[config.mk]
export PLATFORM = sky130hd
export DESIGN_NAME = cmd_frame_parser
export DESIGN_NICKNAME = d
export VERILOG_FILES = /design/src/rtl/cmd_frame_parser.sv
export SDC_FILE = /design/constraint.sdc
export NUM_CORES = 1
export LEC_CHECK = 0
export BUFFER_PORTS_ARGS = -buffer_cell sky130_fd_sc_hd__buf_4
export CORE_ASPECT_RATIO = 1.1
export CORE_MARGIN = 4
export CORE_UTILIZATION = 58
export CTS_CLUSTER_SIZE = 14
export DETAILED_ROUTE_END_ITERATION = 12
export PLACE_DENSITY = 0.79
export SYNTH_ARGS = -nofsm -noshare
export SYNTH_HDL_FRONTEND = slang
export SYNTH_SLANG_ARGS = --single-unit
[constraint.sdc]
create_clock -name clk -period 2.7 [get_ports clk]
set_clock_uncertainty 0.15 [all_clocks]
set_input_delay 0.81 -clock clk [delete_from_list [all_inputs] [get_ports clk]]
set_output_delay 0.81 -clock clk [all_outputs]
set_load 0.02 [all_outputs]
[src/rtl/cmd_frame_parser.sv]
// UART command-frame parser: START, LEN, CMD, payload[LEN], END.
// Emits command strobe/level, payload stream and classified frame errors.
module cmd_frame_parser #(
  parameter int                DATA_W      = 8,
  parameter int                NUM_CMDS    = 5,
  parameter int                MAX_PAYLOAD = 16,
  parameter logic [DATA_W-1:0] START_CODE  = 8'hFE,
  parameter logic [DATA_W-1:0] END_CODE    = 8'hEF,
  parameter int                TIMEOUT_CYC = 1_000_000
) (
  input  logic                           clk,
  input  logic                           rst,
  input  logic [DATA_W-1:0]              uart_data,
  input  logic                           rx_interrupt,
  output logic                           clear_interrupt,
  output logic                           cmd_valid,
  output logic [NUM_CMDS-1:0]            cmd_onehot,
  output logic [DATA_W-1:0]              pay_data,
  output logic                           pay_valid,
  output logic [$clog2(MAX_PAYLOAD)-1:0] pay_idx,
  output logic                           frame_err,
  output logic [1:0]                     err_code
);

  localparam int IW = $clog2(MAX_PAYLOAD);
  localparam int LW = $clog2(MAX_PAYLOAD + 1);
  localparam int TW = (TIMEOUT_CYC > 1) ? $clog2(TIMEOUT_CYC + 1) : 1;

  localparam logic [DATA_W-1:0] MAXP    = DATA_W'(MAX_PAYLOAD);
  localparam logic [DATA_W-1:0] NCMD    = DATA_W'(NUM_CMDS);
  localparam logic [LW-1:0]     LEN_ONE = LW'(1);
  localparam logic [TW-1:0]     TO_ONE  = TW'(1);
  localparam logic [TW-1:0]     TO_LAST = TW'(TIMEOUT_CYC - 1);

  typedef enum logic {
    HS_WAIT,
    HS_TAKE
  } hs_t;

  typedef enum logic [2:0] {
    F_IDLE,
    F_LEN,
    F_CMD,
    F_PAY,
    F_END
  } fr_t;

  typedef enum logic [1:0] {
    E_BAD_CMD = 2'd0,
    E_BAD_LEN = 2'd1,
    E_BAD_END = 2'd2,
    E_TIMEOUT = 2'd3
  } err_t;

  hs_t               r_hs, w_hs_n;
  fr_t               r_fr, w_fr_n;
  logic [LW-1:0]     r_len, w_len_n;
  logic [DATA_W-1:0] r_code, w_code_n;
  logic [LW-1:0]     r_cnt, w_cnt_n;
  logic [TW-1:0]     r_to, w_to_n;

  logic                r_cv, w_cv_n;
  logic [NUM_CMDS-1:0] r_oh, w_oh_n;
  logic [DATA_W-1:0]   r_pd, w_pd_n;
  logic                r_pv, w_pv_n;
  logic [IW-1:0]       r_pi, w_pi_n;
  logic                r_fe, w_fe_n;
  logic [1:0]          r_ec, w_ec_n;

  logic                w_abort;
  err_t                w_abort_code;
  logic [NUM_CMDS-1:0] w_dec;

  always_comb begin
    w_dec = '0;
    for (int i = 0; i < NUM_CMDS; i++) begin
      w_dec[i] = (r_code == DATA_W'(i + 1));
    end
  end

  always_comb begin
    w_hs_n       = r_hs;
    w_fr_n       = r_fr;
    w_len_n      = r_len;
    w_code_n     = r_code;
    w_cnt_n      = r_cnt;
    w_to_n       = r_to;
    w_cv_n       = 1'b0;
    w_oh_n       = r_oh;
    w_pd_n       = r_pd;
    w_pv_n       = 1'b0;
    w_pi_n       = r_pi;
    w_fe_n       = 1'b0;
    w_ec_n       = r_ec;
    w_abort      = 1'b0;
    w_abort_code = E_BAD_CMD;

    unique case (r_hs)
      HS_WAIT: begin
        // a pending byte always beats an expiring timeout
        if (rx_interrupt) begin
          w_hs_n = HS_TAKE;
        end else if (TIMEOUT_CYC != 0 && r_fr != F_IDLE) begin
          if (r_to == TO_LAST) begin
            w_abort      = 1'b1;
            w_abort_code = E_TIMEOUT;
          end else begin
            w_to_n = r_to + TO_ONE;
          end
        end
      end
      HS_TAKE: begin
        w_hs_n = HS_WAIT;
        w_to_n = '0;
        unique case (r_fr)
          F_IDLE: begin
            if (uart_data == START_CODE) w_fr_n = F_LEN;
          end
          F_LEN: begin
            if (uart_data > MAXP) begin
              w_abort      = 1'b1;
              w_abort_code = E_BAD_LEN;
            end else begin
              w_len_n = LW'(uart_data);
              w_cnt_n = '0;
              w_fr_n  = F_CMD;
            end
          end
          F_CMD: begin
            if (uart_data == '0 || uart_data > NCMD) begin
              w_abort      = 1'b1;
              w_abort_code = E_BAD_CMD;
            end else begin
              w_code_n = uart_data;
              w_fr_n   = (r_len != '0) ? F_PAY : F_END;
            end
          end
          F_PAY: begin
            w_pv_n  = 1'b1;
            w_pd_n  = uart_data;
            w_pi_n  = r_cnt[IW-1:0];
            w_cnt_n = r_cnt + LEN_ONE;
            if (r_cnt == r_len - LEN_ONE) w_fr_n = F_END;
          end
          F_END: begin
            if (uart_data == END_CODE) begin
              w_cv_n = 1'b1;
              w_oh_n = w_dec;
            end else begin
              w_abort      = 1'b1;
              w_abort_code = E_BAD_END;
            end
            w_fr_n = F_IDLE;
          end
          default: w_fr_n = F_IDLE;
        endcase
      end
      default: w_hs_n = HS_WAIT;
    endcase

    if (w_abort) begin
      w_fe_n   = 1'b1;
      w_ec_n   = w_abort_code;
      w_fr_n   = F_IDLE;
      w_len_n  = '0;
      w_code_n = '0;
      w_cnt_n  = '0;
      w_to_n   = '0;
    end
  end

  always_ff @(posedge clk or posedge rst) begin
    if (rst) begin
      r_hs   <= HS_WAIT;
      r_fr   <= F_IDLE;
      r_len  <= '0;
      r_code <= '0;
      r_cnt  <= '0;
      r_to   <= '0;
      r_cv   <= 1'b0;
      r_oh   <= '0;
      r_pd   <= '0;
      r_pv   <= 1'b0;
      r_pi   <= '0;
      r_fe   <= 1'b0;
      r_ec   <= '0;
    end else begin
      r_hs   <= w_hs_n;
      r_fr   <= w_fr_n;
      r_len  <= w_len_n;
      r_code <= w_code_n;
      r_cnt  <= w_cnt_n;
      r_to   <= w_to_n;
      r_cv   <= w_cv_n;
      r_oh   <= w_oh_n;
      r_pd   <= w_pd_n;
      r_pv   <= w_pv_n;
      r_pi   <= w_pi_n;
      r_fe   <= w_fe_n;
      r_ec   <= w_ec_n;
    end
  end

  assign clear_interrupt = (r_hs == HS_TAKE);
  assign cmd_valid       = r_cv;
  assign cmd_onehot      = r_oh;
  assign pay_data        = r_pd;
  assign pay_valid       = r_pv;
  assign pay_idx         = r_pi;
  assign frame_err       = r_fe;
  assign err_code        = r_ec;

endmodule

Word level (Yosys, flattened, before mapping)

Cells that the tools add are included.

Reduce and logical (&&, ||, !) cells: 16
Bitwise logic cells: 1
$add $sub $neg: 3
Muxes and demuxes: 48
$lt $le $gt $ge: 2
Equality and inequality tests: 22

Operator list:

| cell                  | count |
|---|---|
| $mux 20               | 4 |
| $pmux 20 s2           | 1 |
| $mux 5                | 7 |
| $mux 8                | 4 |
| $mux 3                | 7 |
| $ne 3x3->1 const B    | 7 |
| $add 20x1->20 const B | 1 |
| $eq 20x20->1 const B  | 1 |
| $eq 8x2->1 const B    | 2 |
| $eq 8x3->1 const B    | 2 |
| $eq 8x8->1 const B    | 2 |
| $reduce_and 3->1      | 5 |
| $mux 1                | 14 |
| $pmux 3 s4            | 1 |
| $pmux 5 s2            | 1 |
| $eq 8x1->1 const B    | 1 |
| $gt 8x3->1 const B    | 1 |
| $gt 8x5->1 const B    | 1 |
| $logic_not 8->1       | 1 |
| $mux 2                | 4 |
| $pmux 2 s2            | 2 |
| $eq 3x2->1 const B    | 2 |
| $reduce_bool 2->1     | 3 |
| $reduce_bool 3->1     | 2 |
| other kinds (14)      | 16 |

Register bits after elaboration: 64
Output and inout port bits: 23
Word-level logic and storage cells: 105
Input port bits: 11

Logic depth before layout (Yosys ltp)

Word-level depth: 7
Gate-level depth with buffers: 7
Depth with buffers taken out: 7

Worst setup path before layout

OpenSTA, ideal clock, no wires.

Path kind: input port to flip-flop
Start point: input port uart_data[3]
End point: register r_cnt[3]
Path buffers: 0
Setup time: 135 ps
Arrival time: 2,309 ps
Data required time: 2,415 ps
Cell stages on the path: 5
Slack: 106 ps
Path through: or4_4 o31ai_2 a31oi_2 o311ai_0 o21ai_1

Cells in the longest elaborated chain, start to end: 7
Elaborated cells between the ends (all ways): 15
Those cells by class: order compare: 2; eq/ne: 2; mux: 6; reduce/logical: 5

Ends and longest elaborated chain:

| what                                                      | line | source |
|---|---|---|
| from (decl)                                               | 13   | `input logic [DATA_W-1:0] uart_data,` |
| $gt 8x3->1 / $logic_not 8->1 (equally long branches)      | 130  | `if (uart_data == '0 \|\| uart_data > NCMD) begin` |
| $logic_or 1x1->1                                          | 130  |  |
| $mux 1                                                    | 130  |  |
| $pmux 1 s3                                                | 115  | `unique case (r_fr)` |
| $pmux 1 s2                                                | 98   | `unique case (r_hs)` |
| $ne 3x3->1 (no source line), or another cell as far along | n/a  |  |
| $reduce_and 3->1 (no source line)                         | n/a  |  |
| to (signal assigned)                                      | 192  | `r_cnt <= w_cnt_n;` |
| to (decl)                                                 | 59   | `logic [LW-1:0] r_cnt, w_cnt_n;` |

Parallel ways exist; a longest one is shown, timed or not.
A chain may end at the register's enable or synchronous reset.

Worst setup path in the final report

Same ends and word-level chain as after synthesis.

==> impl_results.md <==
* R2R cell count at 5
* Syn Area/Cell at 10.3 um^2
* Drt pass-1 iters at 4
* P_leak at 1.70 nW
* Vias in the first global route at 2652
* Worst Path Arrival at about 2500 ps
* Post-synthesis sequential area ratio at 49.3%
* Clock sink count at 64
* Max VDD drop at 0.693 mV
* Area Overhead vs Synth at 20.2%
* TritonCTS clock tree: done
* Initial antenna violation count at 0
* Finished Cell Area at 3900 um^2
* Clock tree buffer depth at 2
* Die area at 6860 um^2
* Initial Util at 60.2%
* Syn Std Cell Area at 3250 um^2
* DRC at 0
* Critical-path cell list: buf_4 > or4_4 > o31ai_2 > a31oi_2 > o311ai_0 > o21ai_1
* Grt ovf at 0
* Syn Nets at 328
* Required @ worst endpoint at 2760 ps
* Hold Path End: r_code[6]
* CTS Root Cell: clkbuf_8
* Placed cell area at roughly 3700 um^2
* Worst Hold Depth at 1
* Reg2Reg Setup Slack at 230 ps
* Reg2Reg Capture Point: r_to[4]
* Ys Warns at 0
* Top cells by count, synth: dfrtp_1, nand2_1, a21oi_1
* H-tree levels at 3
* FILL cells at 408
* PD cells at 865 nW/um^2
* Largest net degree at the start of global routing at 39
* Status: finished, final reports clean
* Net Switching at 0.00117 W
* Post-Synthesis Cells at 314
* Max Cap Violations at 0
* Area contributors post-synth: dfrtp_1, mux2_2, a22o_1
* Slew margin rel. at 54.4%
* Core Region at 5400 um^2
* Chip height at between 80 and 90 um
* Worst-path maximum fanout at 6
* Cts bufs inserted at 9
* Die width at 79.3 um
* RSZ-0062 raised after global routing: false
* Worst path max stage delay at between 500 and 600 ps
* GP Congestion at slightly above 0.9
* Post-synth top area share at 49.3%
* CP max-delay cell: or4_4
* Clk pin slew, worst setup/hold paths at approximately 70 ps
* Netlist cell types at 56
* Critical Path Sink Type: flip-flop
* Placed insts at 432
* # IOs at 34
* WL final at 7230 um
* Final Hold Fails at 0
* Wire per inst at around 16 um
* Clock Power Share at ~24%
* First-pass GRT wire length at ~12000 um
* Number of enable flip-flop cells after synthesis at 0
* FP Rows at 28
* Post-route ant nets at 0
* Critical path class: input pin to flip-flop
* Hold_sp: r_code[6]
* Peak Freq at 405 MHz
* Tot GR Track Use at 23.3%
* Reg-to-Reg Start: r_to[7]
* Post-synth top flop: dfrtp_1
* DR iter-0 viols at 204
* Slew Limit Fails at 0
* Int Pwr at roughly 0.0022 W
* CP startpoint kind: input pin
* Share of cells above drive strength 1 at 25.7%
* Hold crit path type: flip-flop to flip-flop
* Sw frac at a little over a third
* Via count at 2721
* Nets at 382
* # setup viols final at 0
* Comb power frac at 36.7%
* Post-DP HPWL at 5090 um
* Worst-Skew Late Latency at between 300 and 400 ps
* Reg power frac at 39.0%
* Drt via density at 6.07
* N_diodes at 0
* Most common cell in the netlist: dfrtp_1
* IO Port Bufs at 33
* FFs w/ async S/R, synth at 100%
* Post-Layout Cell Count at 448
* Yosys top cell by area: dfrtp_1
* Register bit count reported by yosys at 64
* Tcrit/Tclk final at between 90% and 100%
* Worst-Margin Slew at slightly below 700 ps
* Min cycle time layout at roughly 2500 ps
## how the worst max path moves through the flow
| stage | from | endpoint | slack (ps) | depth (start not counted) |
|---|---|---|---|---|
| final | uart_data[3] | r_cnt[3] | 230 | 6 |
| after global routing | uart_data[3] | r_cnt[3] | 100 | 6 |
| after CTS | uart_data[3] | r_cnt[3] | 230 | 6 |
| after detailed placement | rx_interrupt | r_to[5] | -150 | 5 |
| after global placement | uart_data[3] | r_cnt[3] | -60 | 6 |
| after floorplan | uart_data[3] | r_cnt[3] | 110 | 5 |
## metrics by stage
step / utilization [%] / hold WS, ps / TNS (ps) / worst slack, ps / total power (W)
floorplan: - / 294 / 0 / 106 / 0.00213
global placement: 68.5 / 311 / -411 / -59.8 / 0.00252
detailed placement: 68.5 / 314 / -1310 / -154 / 0.00256
CTS: 72.3 / 334 / 0 / 233 / 0.00340
global route: 72.3 / 357 / 0 / 98.3 / 0.00359
finish: 72.3 / 333 / 0 / 233 / 0.00338
## cells in the final DEF (no fill, tap or decap), types with 5 or more instances in the layout
master,Yosys,layout
dfrtp_1,64,64
buf_4,0,53
nand2_1,19,19
a21oi_1,18,18
nand3_1,17,17
o21ai_0,15,15
inv_1,14,13
nor3_1,11,11
a22o_1,11,11
mux2_2,11,11
clkbuf_8,0,11
or3_1,10,10
xnor2_1,9,9
nor2_1,8,8
nand4_1,6,6
o21ai_1,6,6
and2_1,6,6
or4_1,5,5
nor4_1,5,5
## worst max-delay path, delay by kind of cell
kind	cells	cell delay [ps]
compound gates	4	1050
buf+inv	1	110
simple gates	1	550
## what timing repair did
action | 4_1_cts | 5_1_grt
hold buffers | 0 | 0
buffers inserted | 0 | 0
endpoints found under the setup margin | 1 | 0
gates resized for setup | 1 | 0
## layer usage
metal / vias to the layer above / global-route usage, % / wire length, um
met2: 93 / 37.1 / 3530
li1: 1292 / - / -
met5: - / 0 / 0
met3: 21 / 6.86 / 380
met1: 1315 / 29.5 / 3150
met4: 0 / 10.5 / 166
## registers in the layout, summed over array words and instances, names as in the netlist, 2 cells and up
name,flops
cmd_onehot,5
err_code,2
pay_data,8
pay_idx,4
r_cnt,5
r_code,8
r_fr,3
r_len,5
r_to,20
## cell type report
class                           count  area (um^2)  share of cell area (%)
Clock inverter                      3         40.0                    1.03
Clock buffer                       13          159                    4.07
Timing Repair Buffer               53          398                    10.2
Sequential cell                    64         1600                    41.1
Multi-Input combinational cell    224         1550                    39.7
Tap cell                           75         93.8                    2.41
Inverter                           16         60.1                    1.54
## power by group through the flow
stage	Combinational (W)	Sequential [W]	Clock, W
finish	0.00124	0.00132	0.000822
floorplan	0.000688	0.00144	0
CTS	0.00124	0.00131	0.000845
detailed placement	0.00123	0.00133	0
global placement	0.00119	0.00132	0
global route	0.00136	0.00134	0.000887
## kinds of logic after synthesis
kind of cell / count (synthesis) / share of synthesized area [%]
AO/OA/AOI/OAI: 84 / 18.5
multiplexers: 12 / 4.12
AND/OR/NAND/NOR: 112 / 20.2
buffers and inverters: 26 / 3.12
XOR/XNOR: 13 / 3.51
flip-flops: 64 / 49.3
adder cells (fa/ha/maj): 3 / 1.16
Power figures use the tool's default switching activity.
